## src/rtl/seq_serializer.sv

```systemverilog
// seq_serializer: parallel-to-serial converter with a one-word holding buffer.
// Words are accepted into the holding buffer, then transferred into a shift
// register and emitted one bit per enabled cycle. Back-to-back words stream
// gaplessly when the next word is already held at the last bit of the current one.
module seq_serializer #(
    parameter int WIDTH     = 8,
    parameter int MSB_FIRST = 1
) (
    input  logic             clk,
    input  logic             rst,
    input  logic [WIDTH-1:0] din,
    input  logic             din_valid,
    output logic             din_ready,
    input  logic             en,
    output logic             dout,
    output logic             dout_valid,
    output logic             frame_start,
    output logic             busy
);

    localparam int               CNT_W    = $clog2(WIDTH);
    localparam logic [CNT_W-1:0] CNT_LAST = CNT_W'(WIDTH - 1);

    typedef enum logic {
        IDLE  = 1'b0,
        SHIFT = 1'b1
    } state_t;

    state_t             state_reg, state_next;
    logic [WIDTH-1:0]   sh_reg, sh_next;
    logic [WIDTH-1:0]   hold_reg, hold_next;
    logic [CNT_W-1:0]   cnt_reg, cnt_next;
    logic               hold_full_reg, hold_full_next;

    logic               accept;
    logic               transfer;
    logic               last_bit;
    logic [WIDTH-1:0]   sh_shifted;
    logic               out_bit;

    // Acceptance only ever happens with an empty buffer, so it can never
    // coincide with a hold-to-shift transfer (which needs a full buffer).
    assign accept   = din_valid & ~hold_full_reg;
    assign last_bit = (cnt_reg == CNT_LAST);

    // Bit order only changes which end of sh feeds dout and the shift direction.
    generate
        if (MSB_FIRST != 0) begin : g_msb_first
            assign sh_shifted = {sh_reg[WIDTH-2:0], 1'b0};
            assign out_bit    = sh_reg[WIDTH-1];
        end else begin : g_lsb_first
            assign sh_shifted = {1'b0, sh_reg[WIDTH-1:1]};
            assign out_bit    = sh_reg[0];
        end
    endgenerate

    // Shift engine next-state: load from hold, shift, stall, or return to idle.
    always_comb begin
        state_next = state_reg;
        sh_next    = sh_reg;
        cnt_next   = cnt_reg;
        transfer   = 1'b0;
        case (state_reg)
            IDLE: begin
                // The idle load ignores en; only shifting is stalled by it.
                if (hold_full_reg) begin
                    transfer   = 1'b1;
                    sh_next    = hold_reg;
                    cnt_next   = '0;
                    state_next = SHIFT;
                end
            end
            SHIFT: begin
                if (en) begin
                    if (!last_bit) begin
                        sh_next  = sh_shifted;
                        cnt_next = cnt_reg + CNT_W'(1);
                    end else if (hold_full_reg) begin
                        transfer = 1'b1;
                        sh_next  = hold_reg;
                        cnt_next = '0;
                    end else begin
                        cnt_next   = '0;
                        state_next = IDLE;
                    end
                end
            end
            default: begin
                state_next = IDLE;
                cnt_next   = '0;
            end
        endcase
    end

    // Holding buffer next-state: a transfer empties it, an acceptance fills it.
    always_comb begin
        hold_next      = hold_reg;
        hold_full_next = hold_full_reg;
        if (transfer) begin
            hold_full_next = 1'b0;
        end else if (accept) begin
            hold_full_next = 1'b1;
            hold_next      = din;
        end
    end

    // State register; reset discards both the partial word and any held word.
    always_ff @(posedge clk or negedge rst) begin
        if (!rst) begin
            state_reg     <= IDLE;
            sh_reg        <= '0;
            cnt_reg       <= '0;
            hold_reg      <= '0;
            hold_full_reg <= 1'b0;
        end else begin
            state_reg     <= state_next;
            sh_reg        <= sh_next;
            cnt_reg       <= cnt_next;
            hold_reg      <= hold_next;
            hold_full_reg <= hold_full_next;
        end
    end

    assign din_ready   = ~hold_full_reg;
    assign dout        = (state_reg == SHIFT) ? out_bit : 1'b0;
    assign dout_valid  = (state_reg == SHIFT) & en;
    assign frame_start = dout_valid & (cnt_reg == '0);
    assign busy        = (state_reg == SHIFT) | hold_full_reg;

endmodule

```

## config.mk

```make
export PLATFORM = sky130hd
export DESIGN_NAME = seq_serializer
export DESIGN_NICKNAME = d
export VERILOG_FILES = /design/src/rtl/seq_serializer.sv
export SDC_FILE = /design/constraint.sdc
export NUM_CORES = 1
export LEC_CHECK = 0
export CORE_UTILIZATION = 45
export CTS_BUF_LIST = sky130_fd_sc_hd__clkbuf_4 sky130_fd_sc_hd__clkbuf_8
export CTS_CLUSTER_SIZE = 24
export DETAILED_ROUTE_END_ITERATION = 10
export MAX_ROUTING_LAYER = met4
export PLACE_DENSITY = 0.79
export SYNTH_ARGS = -nofsm -noshare
export SYNTH_HDL_FRONTEND = slang
export SYNTH_SLANG_ARGS = --single-unit
export TNS_END_PERCENT = 100
```

## constraint.sdc

```tcl
create_clock -name clk -period 1.5 [get_ports clk]
set_clock_uncertainty 0.05 [all_clocks]
set_input_delay 0.375 -clock clk [delete_from_list [all_inputs] [get_ports clk]]
set_output_delay 0.375 -clock clk [all_outputs]
set_load 0.03 [all_outputs]
```

# Word level (Yosys, flattened, before mapping)
# Index checks and enable logic that the tools add are counted.
# W data, S select, Z words.
[totals]
register_bits = 21
in_bits = 12
output_inout_bits = 5
wordCells = 38
[classes]
add_sub_neg = 1
eq_ne = 3
n_mux = 18
bitwise_logic = 7
n_reduce_logical = 4
[op_table]
columns = ["op", "n"]
rows = [
  ["$mux W8", 3],
  ["$pmux W8 S2", 1],
  ["$mux W3", 3],
  ["$mux W1", 8],
  ["$pmux W3 S2", 1],
  ["$ne A2 B2 Y1 const B", 2],
  ["$pmux W1 S2", 2],
  ["$reduce_and A2 Y1", 2],
  ["$add A3 B1 Y3 const B", 1],
  ["$and A1 B1 Y1", 3],
  ["$eq A3 B3 Y1 const B", 1],
  ["$logic_not A3 Y1", 1],
  ["$not A1 Y1", 3],
  ["$reduce_bool A2 Y1", 1],
  ["$or A1 B1 Y1", 1],
]

# Logic depth before layout (Yosys ltp)
[logic_depth]
ltp_word = 6
depth_mapped = 5
mapped_depth_nobuf = 5

# Least setup slack after synthesis
# Ideal clock, no wire load.
[synth_path]
kind = "input port to output port"
from = "input en"
to = "output frame_start"
t_arrival_ns = 1.329
required_ns = 1.075
slack_ns = -0.254
cell_stages = 3
path_buffers = 1
cell_sequence = "buf_4 nand2_1 nor3b_1"
[synth_between]
elab_chain_len = 2
[synth_rtl]
columns = ["element", "line_no", "source"]
rows = [
  ["from (decl)", "14", "input logic en,"],
  ["$and A1 B1 Y1", "126", "assign dout_valid = (state_reg == SHIFT) & en;"],
  ["$and A1 B1 Y1", "127", "assign frame_start = dout_valid & (cnt_reg == '0);"],
  ["to (decl)", "17", "output logic frame_start,"],
]
# Every way passes these cells.

# Final worst setup path
[layout_path]
from = "register cnt_reg[1]"
to = "output frame_start"
[layout_between]
elab_chain_len = 2
[layout_rtl]
columns = ["element", "line_no", "source"]
rows = [
  ["from (decl)", "32", "logic [CNT_W-1:0] cnt_reg, cnt_next;"],
  ["from (signal assigned)", "118", "cnt_reg <= cnt_next;"],
  ["$logic_not A3 Y1", "127", ""],
  ["$and A1 B1 Y1", "127", ""],
]
# Every way passes these cells.

==> metrics.txt <==
Critical Path Source Type=register; Pwr per Cell Area=roughly 1600 nW/um^2; final net count=155; CTS Buf Count=3; I/O Buffers=16; clock buffer depth=2; Max Freq=about 570 MHz; setup violators final=11; via count of the first global-routing pass=807; Post-Syn Area=1070 sq um; DR vias/cell=4.85; Hold WC Path Type=primary input to async pin; post-DP HPWL=1440 microns; Setup WS post-layout=-0.257 ns; largest net degree at the start of global routing=22; total of max-cap violations=0; actual transition at the worst max-transition pin=between 0.3 and 0.4 ns; FP Rows=17; first-pass GRT wire length=about 3500 microns; Initial Util=0.478; Reg2Reg Setup Slack=-0.20 ns; commonest non-fill, non-tap cell in the layout=dfrtp_1; die width=50.7 microns; Overall Power=0.00244 W; run status=finished with violations; CP Data Arrival Time=about 1.3 ns; Mapped Cells=101; Crit Reg-Reg Startpoint=cnt_reg[0]; area delta synth->final=40.4%; clk_lat worst skew=0.31 ns; Net Count, Synth=116; CP Class=register to primary output; # diodes=0; RSZ-0062 raised after global routing=true; Sink Count=21; gr ovfl total=0; Crit path required time=1.07 ns; clock root buffer=clkbuf_4; Avg Cell Area, Syn=10.6 sq um; share of layout cells above drive strength 1=0.396; Placer Congestion=0.727; Max transition margin=0.773; sequential cell area fraction in the yosys report=0.492; max-slew violation count=0; clock-pin slew on the worst setup and hold paths=0.14 ns; cts hold-fix bufs=0; final WL=2140 microns; crit path launch=cnt_reg[1]; Setup TNS=-1.61 ns; die area=2570 sq um; Worst Setup End Kind=primary output; Final Instance Count excl. Fillers=167; failing checks=negative setup slack; placed cells=153; wire length per cell=12.8 microns; DR vias=between 800 and 900; final hold vios=0; peak supply drop=0.00106 V; Tmin final=between 1.5 and 2 ns; Pre-antenna DRT Iters=4; critical-path maximum fanout=2; global-route usage over all layers=0.192; IO Pins=17; Core Area=between 2000 and 2500 sq um; initial antenna violation count=0; CTS H-tree depth=1; most frequent cells in the layout=dfrtp_1, buf_4, inv_1; Leakage=a little over 0.7 nW; Synthesis Warnings=0; flops & latches, synth=21; TritonCTS clock tree=done; Synth cell types=28; DRT antenna net count=0; starting DRC count in detailed routing=7; Die H=50.7 microns; Min Hold Slack=0.336 ns; DR DRC count=0; Final Cycle Share=1.17
==> Yosys cell counts, drive strengths merged <==
cell,n,share of area
and2b,1,0.0070
or2,1,0.0059
mux2i,1,0.0094
ha,3,0.035
dfrtp,21,0.49
and2,1,0.0059
a22o,1,0.0082
o21ai,12,0.067
nor2,11,0.046
nand2b,1,0.0059
buf,4,0.035
inv,20,0.070
a21boi,1,0.018
nand2,8,0.028
a21o,1,0.0070
mux2,2,0.025
nor2b,2,0.014
a221oi,8,0.11
nor3b,1,0.0070
nand3b,1,0.0070
==> path summary, 6_finish.rpt <==
check,endpoint,depth (start not counted)
max,frame_start,5
min,hold_reg[5],2
max reg2reg,sh_reg[2],6
min reg2reg,hold_reg[2],2
max in group asynchronous,sh_reg[2],2
min in group clk,hold_reg[2],2
==> stage by stage <==
step | cell area [sq um] | worst slack, ns | utilization
finish | 1500 | -0.257 | 0.671
CTS | 1410 | -0.291 | 0.633
global route | 1500 | -0.318 | 0.671
global placement | 1310 | -0.186 | 0.587
detailed placement | 1310 | -0.242 | 0.587
floorplan | 1070 | 0.0162 | -
==> layout make-up <==
cell class              instances  area (sq um)
repair buffers                 38           353
multi-input cells              56           473
well taps                      28          35.0
clock inverters                 1          5.00
fillers                       171           734
clock buffers                   3          22.5
inverters                      20          85.1
flip-flops and latches         21           526
==> critical path, cell delays in order (launching register included) <==
cell and delay [ns]:
dfrtp_1 0.42, buf_6 0.13, inv_4 0.04, ha_4 0.11, nor3b_2 0.15, buf_4 0.18
==> layer usage <==
metal,vias up,wire (microns),global-route usage
met5,-,0,-
li1,407,-,-
met4,0,8,0.0417
met2,18,1130,0.324
met1,383,940,0.246
met3,2,64,0.0273
==> cell families (layout without fill, tap and decap cells) <==
family,count (synthesis),in the layout,synth area share
multiplexers,3,3,0.0340
flip-flops,21,21,0.492
AO/OA/AOI/OAI,23,23,0.206
adder cells (fa/ha/maj),3,3,0.0352
AND/OR/NAND/NOR,27,27,0.127
buffers and inverters,24,62,0.106
==> power breakdown <==
group / internal [W] / switching [W] / total [W] / leakage [nW]
Combinational: 0.000621 / 0.000583 / 0.00120 / 0.457
Clock: 0.0000995 / 0.000189 / 0.000289 / 0.0177
Sequential: 0.000811 / 0.000134 / 0.000945 / 0.244
Total: 0.00153 / 0.000907 / 0.00244 / 0.719
==> what timing repair did <==
| action | CTS | global route |
|---|---|---|
| resized for setup | 17 | 17 |
| setup buffers | 5 | 6 |
| endpoints found under the setup margin | 12 | 15 |
| gates cloned | 0 | 0 |
| pin swaps | 2 | 3 |
(Power assumes the default switching activity.)
